[src/rtl/mem_pkg.sv]
// mem_pkg: shared definitions for the memory access unit.
//   - access size encodings (SZ_BYTE, SZ_HALF, SZ_WORD; 2'b11 behaves as a word)
//   - FSM state encodings (IDLE, READ, WRITE, RESP)
//   - lane widths used by extraction and merge
//   - is_misaligned(): alignment rule, used only when MEM_ALIGN_CHECK_EN is defined
package mem_pkg;

   localparam logic [1:0] SZ_BYTE = 2'b00;
   localparam logic [1:0] SZ_HALF = 2'b01;
   localparam logic [1:0] SZ_WORD = 2'b10;

   typedef logic [1:0] state_t;
   localparam state_t ST_IDLE  = 2'd0;
   localparam state_t ST_READ  = 2'd1;
   localparam state_t ST_WRITE = 2'd2;
   localparam state_t ST_RESP  = 2'd3;

   localparam int unsigned BYTE_W = 8;
   localparam int unsigned HALF_W = 16;
   localparam int unsigned WORD_W = 32;

   // Halves need addr[0]=0; words (2'b10 and 2'b11) need addr[1:0]=0.
   function automatic logic is_misaligned(input logic [1:0] size, input logic [1:0] addr_lo);
      logic mis;
      if (size[1]) begin
         mis = |addr_lo;
      end else if (size == SZ_HALF) begin
         mis = addr_lo[0];
      end else begin
         mis = 1'b0;
      end
      return mis;
   endfunction

endpackage

[src/rtl/mem_lane_align.sv]
// mem_lane_align: combinational byte/half lane handling.
// Ports:
//   size       in  2   access size (SZ_*; 2'b11 treated as word)
//   sgn        in  1   sign-extend sub-word loads
//   addr_lo    in  2   byte offset within the word
//   rword      in  32  word read from memory
//   wdata      in  32  right-justified store data
//   load_data  out 32  extracted and extended load result
//   merge_data out 32  rword with the addressed lane replaced by wdata (word: wdata)
module mem_lane_align
   import mem_pkg::*;
(
   input  logic [1:0]  size,
   input  logic        sgn,
   input  logic [1:0]  addr_lo,
   input  logic [31:0] rword,
   input  logic [31:0] wdata,
   output logic [31:0] load_data,
   output logic [31:0] merge_data
);

   logic [BYTE_W-1:0] lane_b;
   logic [HALF_W-1:0] lane_h;

   always_comb begin
      lane_b = rword[7:0];
      unique case (addr_lo)
         2'd0: lane_b = rword[7:0];
         2'd1: lane_b = rword[15:8];
         2'd2: lane_b = rword[23:16];
         2'd3: lane_b = rword[31:24];
         default: lane_b = rword[7:0];
      endcase
      // Halves select on addr[1] only; addr[0] is ignored here.
      lane_h = addr_lo[1] ? rword[31:16] : rword[15:0];
   end

   always_comb begin
      load_data  = rword;
      merge_data = wdata;
      if (size == SZ_BYTE) begin
         load_data  = {{(WORD_W - BYTE_W){sgn & lane_b[BYTE_W-1]}}, lane_b};
         merge_data = rword;
         unique case (addr_lo)
            2'd0: merge_data[7:0]   = wdata[BYTE_W-1:0];
            2'd1: merge_data[15:8]  = wdata[BYTE_W-1:0];
            2'd2: merge_data[23:16] = wdata[BYTE_W-1:0];
            2'd3: merge_data[31:24] = wdata[BYTE_W-1:0];
            default: merge_data = rword;
         endcase
      end else if (size == SZ_HALF) begin
         load_data  = {{(WORD_W - HALF_W){sgn & lane_h[HALF_W-1]}}, lane_h};
         merge_data = rword;
         if (addr_lo[1]) begin
            merge_data[31:16] = wdata[HALF_W-1:0];
         end else begin
            merge_data[15:0] = wdata[HALF_W-1:0];
         end
      end
   end

endmodule

[src/rtl/mem_access_unit.sv]
// mem_access_unit: turns byte/half/word pipeline requests into single-cycle word
// accesses on a simple memory port. Sub-word stores use read-modify-write.
// Optional feature: define MEM_ALIGN_CHECK_EN to reject misaligned requests with
// resp_err instead of silently force-aligning them.
// Ports:
//   clk, rst                   clock, synchronous active-high reset
//   req_valid/req_ready        request handshake (ready only in IDLE)
//   req_we, req_size, req_signed, req_addr, req_wdata   request fields
//   resp_valid                 one-cycle completion pulse
//   resp_rdata, resp_err       load result (0 for stores/errors), misalignment flag
//   mem_addr                   word index, zero-extended
//   mem_wdata, mem_rd, mem_wd  memory write data and enables
//   mem_rdata                  combinational memory read data
module mem_access_unit
   import mem_pkg::*;
#(
   parameter int unsigned MEM_WORDS = 32,
   parameter int unsigned IDX_W     = 5
) (
   input  logic        clk,
   input  logic        rst,
   input  logic        req_valid,
   output logic        req_ready,
   input  logic        req_we,
   input  logic [1:0]  req_size,
   input  logic        req_signed,
   input  logic [31:0] req_addr,
   input  logic [31:0] req_wdata,
   output logic        resp_valid,
   output logic [31:0] resp_rdata,
   output logic        resp_err,
   output logic [31:0] mem_addr,
   output logic [31:0] mem_wdata,
   output logic        mem_rd,
   output logic        mem_wd,
   input  logic [31:0] mem_rdata
);

   state_t           state_q, state_d;
   logic             held_we;
   logic [1:0]       held_size;
   logic             held_sgn;
   logic [IDX_W+1:0] held_addr;
   logic [31:0]      held_wdata;
   logic             held_err;
   logic [31:0]      rword_q;

   logic             accept;
   logic             misalign;
   logic [31:0]      load_data;
   logic [31:0]      merge_data;

   // Address bits above the memory index never reach the memory.
   logic unused_req_addr;
   assign unused_req_addr = ^req_addr[31:IDX_W+2];

   assign accept = req_valid && (state_q == ST_IDLE);

`ifdef MEM_ALIGN_CHECK_EN
   assign misalign = is_misaligned(req_size, req_addr[1:0]);
`else
   assign misalign = 1'b0;
`endif

   always_comb begin
      state_d = state_q;
      unique case (state_q)
         ST_IDLE: begin
            if (req_valid) begin
               if (misalign) begin
                  state_d = ST_RESP;
               end else if (!req_we) begin
                  state_d = ST_READ;
               end else if (req_size[1]) begin
                  state_d = ST_WRITE;
               end else begin
                  // Sub-word store: fetch the word first so the other lanes survive.
                  state_d = ST_READ;
               end
            end
         end
         ST_READ:  state_d = held_we ? ST_WRITE : ST_RESP;
         ST_WRITE: state_d = ST_RESP;
         ST_RESP:  state_d = ST_IDLE;
         default:  state_d = ST_IDLE;
      endcase
   end

   always_ff @(posedge clk) begin
      if (rst) begin
         state_q    <= ST_IDLE;
         held_we    <= 1'b0;
         held_size  <= SZ_BYTE;
         held_sgn   <= 1'b0;
         held_addr  <= '0;
         held_wdata <= '0;
         held_err   <= 1'b0;
         rword_q    <= '0;
      end else begin
         state_q <= state_d;
         if (accept) begin
            held_we    <= req_we;
            held_size  <= req_size;
            held_sgn   <= req_signed;
            held_addr  <= req_addr[IDX_W+1:0];
            held_wdata <= req_wdata;
            held_err   <= misalign;
         end
         if (state_q == ST_READ) begin
            rword_q <= mem_rdata;
         end
      end
   end

   mem_lane_align u_lane_align (
      .size       (held_size),
      .sgn        (held_sgn),
      .addr_lo    (held_addr[1:0]),
      .rword      (rword_q),
      .wdata      (held_wdata),
      .load_data  (load_data),
      .merge_data (merge_data)
   );

   // Handshake and memory enables decode from state only.
   assign req_ready  = (state_q == ST_IDLE);
   assign mem_rd     = (state_q == ST_READ);
   assign mem_wd     = (state_q == ST_WRITE);
   assign resp_valid = (state_q == ST_RESP);
   assign resp_err   = resp_valid && held_err;

   assign resp_rdata = (resp_valid && !held_we && !held_err) ? load_data : 32'h0;
   assign mem_wdata  = mem_wd ? merge_data : 32'h0;
   assign mem_addr   = {{(32 - IDX_W){1'b0}}, held_addr[IDX_W+1:2]};

endmodule

[config.mk]
export PLATFORM = sky130hd
export DESIGN_NAME = mem_access_unit
export DESIGN_NICKNAME = d
export VERILOG_FILES = /design/src/rtl/mem_pkg.sv /design/src/rtl/mem_lane_align.sv /design/src/rtl/mem_access_unit.sv
export SDC_FILE = /design/constraint.sdc
export NUM_CORES = 1
export LEC_CHECK = 0
export ABC_AREA = 1
export ABC_CLOCK_PERIOD_IN_PS = 1550
export CORE_MARGIN = 5
export CORE_UTILIZATION = 40
export DETAILED_ROUTE_END_ITERATION = 10
export PLACE_DENSITY = 0.77
export SYNTH_ARGS = -nofsm -noshare
export SYNTH_HDL_FRONTEND = slang
export SYNTH_SLANG_ARGS = --single-unit
[constraint.sdc]
create_clock -name clk -period 1.55 [get_ports clk]
set_input_delay 0.31 -clock clk [delete_from_list [all_inputs] [get_ports clk]]
set_output_delay 0.31 -clock clk [all_outputs]
set_load 0.02 [all_outputs]
* Word-level counts from Yosys, hierarchy flattened
Index checks and enable logic that the tools add are counted.
** Storage, ports and cells
- RAM bits :: 0
- Memories kept :: 0
- Register bits after elaboration :: 77
- Memory bits (read-only) :: 0
- Output and inout port bits :: 101
- Bits of input ports :: 103
- Bits in latches :: 0
- Logic and storage cells :: 42
** Cells by class
- Reductions and logical operators :: 6
- Order comparisons :: 0
- Multipliers :: 0
- Add/sub/neg operators :: 0
- Bitwise operators :: 2
- Multiplexer cells :: 19
- Shift operators :: 0
- Equal/unequal tests :: 8
- Divide/modulo/power cells :: 0
** Operator list (number)
- $mux W32 :: 6
- $mux W16 :: 3
- $mux W8 :: 4
- $pmux W8 S4 :: 1
- $eq A2 B2 Y1 const B :: 4
- $pmux W2 S4 :: 1
- $eq A2 B1 Y1 const B :: 3
- $logic_not A2 Y1 :: 3
- $mux W2 :: 3
- $and A1 B1 Y1 :: 2
- $logic_and A1 B1 Y1 :: 2
- $ne A2 B2 Y1 const B :: 1
- $logic_not A1 Y1 :: 1
- $mux W1 :: 1

* Longest topological paths before layout
Gate-level depths: netlist of run 1.
- Word-level depth :: 5
- Mapped depth :: 10
- Mapped depth without buffers :: 8

* Modules after synthesis
A second synthesis of run 1 with hierarchy kept.
** Unflattened totals
- Cells, all modules :: 1004
- Area, all modules :: 5669.2 µm²
** By module, submodules not included
- mem_access_unit :: times used 1, area an instance 3527.1 µm², cells an instance 520, seq. area each 1541.5 µm²
- mem_lane_align :: times used 1, area an instance 2142.1 µm², cells an instance 484, seq. area each 0.0 µm²

* Worst setup path before layout of run 1
OpenSTA, ideal clock, no wires.
- Kind :: flip-flop to output port
- From :: register state_q[1]
- To :: output resp_rdata[31]
- Cell stages (with the launch flop) :: 7
- Buffers on the path :: 1
- Required time :: 1.240 ns
- Arrival :: 1.643 ns
- Slack :: -0.403 ns
- Cell sequence :: dfxtp_1 ha_1 inv_1 nor2_1 clkbuf_1 nand4_1 a21oi_1
** On the way
- Cells in the longest elaborated chain, start to end :: 3
** RTL lines
- start, declared :: RTL line mem_access_unit.sv:39 : state_t state_q, state_d;
- start signal, assigned :: RTL line mem_access_unit.sv:100 : state_q <= state_d;
- $eq A2 B2 Y1 :: RTL line mem_access_unit.sv:129 : assign resp_valid = (state_q == ST_RESP);
- net resp_valid :: RTL line mem_access_unit.sv:29 : output logic resp_valid,
- $logic_and A1 B1 Y1 :: RTL line mem_access_unit.sv:132 : assign resp_rdata = (resp_valid && !held_we && !held_err) ? load_data : 32'h0;
- $mux W32 :: RTL line mem_access_unit.sv:132
- end, declared :: RTL line mem_access_unit.sv:30 : output logic [31:0] resp_rdata,
The timed path passes the listed nets, and every way through them passes these cells.

* Worst setup path after layout of run 1
- From :: register held_addr[1]
- To :: output resp_rdata[25]
** On the way
- Cells in the longest elaborated chain, start to end :: 5
- Elaborated cells between the ends (all ways) :: 11
- Those cells by class :: 3 x eq/ne; 5 x mux; 2 x bitwise; 1 x reduce/logical
** RTL lines
- start, declared :: RTL line mem_access_unit.sv:43 : logic [IDX_W+1:0] held_addr;
- start signal, assigned :: RTL line mem_access_unit.sv:105 : held_addr <= req_addr[IDX_W+1:0];
- $eq A2 B2 Y1, or another cell as far along :: RTL line mem_lane_align.sv:27 : unique case (addr_lo)
- $pmux W8 S4 / $and A1 B1 Y1 (equally long branches) :: RTL line mem_lane_align.sv:27, mem_lane_align.sv:52
- $and A1 B1 Y1 / $mux W32 (equally long branches) :: RTL line mem_lane_align.sv:42, mem_lane_align.sv:51
- $mux W32 (*) :: RTL line mem_lane_align.sv:41 : if (size == SZ_BYTE) begin
- $mux W32 (*) :: RTL line mem_access_unit.sv:132
Every way passes the cells marked *; elsewhere a longest branch is shown, timed or not.

==> results of run 1 <==
==> cells by family (layout without fill, tap and decap cells) <==
| family | count (synthesis) | in the layout | share of synthesized area, % |
|---|---|---|---|
| other cells | 1 | 28 | 0.0725 |
| buf+inv | 163 | 391 | 16.1 |
| compound gates | 268 | 268 | 28.7 |
| fa+ha+maj | 4 | 4 | 0.967 |
| flops | 77 | 77 | 29.8 |
| simple gates | 295 | 295 | 24.3 |
==> Yosys cell counts, types with 5 or more instances <==
master	instances	area share (%)
sky130_fd_sc_hd__nand2_1	143	10
sky130_fd_sc_hd__o21ai_0	120	12
sky130_fd_sc_hd__clkbuf_1	31	2.2
sky130_fd_sc_hd__buf_6	5	1.1
sky130_fd_sc_hd__nor2_1	86	6.2
sky130_fd_sc_hd__dfxtp_1	77	30
sky130_fd_sc_hd__nand3_1	46	4.4
sky130_fd_sc_hd__buf_4	37	5.4
sky130_fd_sc_hd__o21a_1	7	1.0
sky130_fd_sc_hd__a21oi_1	101	9.8
sky130_fd_sc_hd__inv_1	63	4.6
sky130_fd_sc_hd__a21oi_2	20	3.4
sky130_fd_sc_hd__buf_2	20	1.9
sky130_fd_sc_hd__nand4_1	9	1.1
sky130_fd_sc_hd__o211ai_1	17	2.5
==> layout by cell type (no fill, tap or decap), drive strengths merged, types with 7 or more instances in the layout <==
| cell | count |
|---|---|
| buf | 215 |
| nand2 | 148 |
| o21ai | 122 |
| a21oi | 121 |
| nor2 | 89 |
| clkdlybuf4s50 | 77 |
| dfxtp | 77 |
| inv | 68 |
| nand3 | 47 |
| conb | 28 |
| o211ai | 17 |
| clkbuf | 17 |
| nand4 | 9 |
| o21a | 7 |
==> area by class of cell <==
cell class | count | area, um2
Tap cell | 172 | 215
Fill cell | 858 | 3270
Timing Repair Buffer | 306 | 3270
Clock inverter | 7 | 50.0
Inverter | 69 | 299
Sequential cell | 77 | 1560
Clock buffer | 9 | 225
Multi-Input combinational cell | 595 | 3790
==> through the flow <==
stage	hold WS, ns	std cells	setup TNS, ns
2_1_floorplan	0.372	835	-2.41
3_3_place_gp	0.461	1196	-42.23
3_5_place_dp	0.472	1196	-45.38
4_1_cts	0.484	1218	-28.92
5_1_grt	0.500	1235	-36.07
6_report	0.478	1235	-33.01
==> worst max path at each step <==
stage	slack, ns	end	startpoint
final	-0.57	resp_rdata[25]	held_addr[1]
after CTS	-0.50	resp_rdata[4]	held_size[1]
after floorplan	-0.09	resp_rdata[11]	held_addr[1]
after global routing	-0.61	resp_rdata[25]	held_addr[1]
after global placement	-0.62	resp_rdata[30]	held_addr[1]
after detailed placement	-0.69	resp_rdata[10]	held_addr[1]
==> flip-flops by register name, indices dropped and copies added, names as in the netlist <==
signal	flops
held_sgn	1
held_addr	7
state_q	2
held_size	2
held_wdata	32
held_we	1
rword_q	32
==> power groups by stage <==
stage | registers (mW) | clock network (mW) | logic [mW]
CTS | 3.24 | 2.00 | 9.94
detailed placement | 3.24 | 0 | 9.21
floorplan | 3.13 | 0 | 5.47
finish | 3.33 | 2.02 | 11.8
global route | 3.38 | 2.10 | 12.4
global placement | 3.21 | 0 | 9.08
==> worst min-delay path, stage by stage, from the launching register on <==
cell                      delay (ns)
sky130_fd_sc_hd__dfxtp_1        0.32
sky130_fd_sc_hd__nor2_1         0.05
sky130_fd_sc_hd__nor2_1         0.08
==> per-layer routing <==
layer	GRT usage, %	vias up
met5	0	-
met4	12.1	0
met3	4.54	135
met2	40.5	555
met1	34.9	3249
li1	-	3124
==> repair_timing <==
action | in CTS | in global routing
buffers inserted | 4 | 11
gates resized for setup | 452 | 162
pin swaps | 19 | 43
hold endpoints to repair | 0 | 0
endpoints found under the setup margin | 127 | 132
gates cloned | 2 | 8
==> impl_metrics.yaml, run 1 <==
run_status:
  result_of_the_run: "finished with violations"
  violations: "negative setup slack"
sta:
  report.final.setup_viol: 69
  timing.clock.skew_ns: 0.00499
  rsz0062_at_grt: "true"
  final.min_clock_period_ns: 2.12
  min_period_over_period_pct: 137
  timing_max_transition_violations_final: 0
  finalHoldViolCount: 0
  setup_slack_ns: -0.575
  maxClockFrequency_mhz: 471
worst_hold_path:
  min_to: "held_addr[2]"
  worstHoldStart: "held_addr[2]"
  whs_path_depth: 2
  worst_min_delay_path_class: "register to register"
finish:
  utilization_pct: 74.2
  postLayoutCellArea_mm2: 0.00940
  syn_to_final_growth_pct: 81.7
  fraction_of_layout_cells_with_a_size_suffix_above_1_pct: 40.2
  insertedDiodeCount: 0
  final_net_count: 1165
routing:
  wirelength_um: 24200
  ant_nets: 0
  post_drt_wl_per_cell_um: 19.6
  routed-via-count: 7063
  met3_wirelength_um: 2610
  m1WireLength_um: 8910
  viasPerCell: 5.72
  drt_first_iter_violations: 1076
  drt_pre_antenna_iters: 6
  met2WireLength_um: 11500
  drc: 0
  dr.max_layer_used: "met4"
worst_setup_path:
  cp_top_family: "buffers and inverters"
  worst_setup_path_end_kind: "output pin"
  cp_num_buf_inv: 3
  cp_max_fo: 8
  crit_slowest_cell: "sky130_fd_sc_hd__dfxtp_4"
  worst_r2r_path_depth: 10
  worst-setup-path-type: "register to output pin"
  worstPathArrival_ns: 1.81
  regToRegStartpoint: "state_q[0]"
  worst_path_most_repeated_cell: "sky130_fd_sc_hd__buf_6"
  startpoint_type: "register"
  rr_endpoint: "held_wdata[0]"
  crit_path_max_incr_delay_ns: 0.39
  r2r_setup_slack_ns: -0.03
  cp.depth: 8
  timing.critical_path.cells: "buf_6 -> nand2_4 -> nand3_2 -> nand2_2 -> nand3_4 -> clkbuf_16 -> a21oi_4 -> buf_6"
  data_required_time_of_the_critical_path_ns: 1.24
grt:
  vias_in_the_first_global_route: 6013
  grt_pass1_wl_um: 31100
  groute.usage.overall_pct: 26.0
  grt_antenna_before_repair: 0
  grt_start_max_net_pins: 58
  gr-total-overflow: 0
pwr:
  cellPowerDensity_mw_per_mm2: 1830
  reported_net_switching_power_mw: 8.28
  max-vdd-ir-drop_uv: 843
  switching_fraction_pct: 48.1
  power_frac_seq_pct: 19.4
  design_power_total_mw: 17.2
  internal-power_mw: 8.92
  combPwrFrac_pct: 68.9
  part_of_the_power_in_the_clock_network_pct: 11.8
  static-leakage-power_nw: 3.87
die:
  rows: 41
  floorplan.initialDensity_pct: 40.8
  die_y_um: 124
  die_width_um: 124
  core_area_mm2: 0.0127
  design.die.area_mm2: 0.0153
  io_pins: 204
clock_network:
  clkSinkCount: 77
  ctsRootBufferMaster: "sky130_fd_sc_hd__clkbuf_16"
  cts_inserted_buffers: 9
  clk_pin_slew_ns: 0.07
  tritoncts: "built"
  cts-root-to-sink-buffers: 2
  worstSkewPairLatency_ns: 0.34
  clock_h_tree_levels: 3
  cts_hold_buffers: 0
yosys:
  ys_seq_area_share_pct: 29.8
  synth_flop_cell: "sky130_fd_sc_hd__dfxtp_1"
  post_synthesis_instance_area_mm2: 0.00517
  syn_area_per_cell_um2: 6.40
  synth.distinct_cells: 31
  share_of_synthesized_registers_carrying_an_async_set_or_reset_pct: 0
  number_of_flops_mapped_to_enable_cells_by_yosys: 0
  postSynthCellCount: 808
  synth.yosys.warnings: 0
  postSynthRegisterBits: 77
run:
  max-cap-violations: 0
placement:
  placement.io_buffers: 150
  dpl_cell_area_mm2: 0.00814
  globalplace.congestion: 0.946
  setup_slack_after_placement_ns: -0.694
  dp_hpwl_um: 14700
(Power assumes the default switching activity.)
==> run 2: changes to the inputs <==
--- a/config.mk
+++ b/config.mk
@@ -10,6 +10,7 @@
 export CORE_MARGIN = 5
 export CORE_UTILIZATION = 40
 export DETAILED_ROUTE_END_ITERATION = 10
+export HOLD_SLACK_MARGIN = 0.05
 export PLACE_DENSITY = 0.77
 export SYNTH_ARGS = -nofsm -noshare
 export SYNTH_HDL_FRONTEND = slang
==> results of run 2 <==
No change in the layout: final DEF, timing and power equal those of run 1.
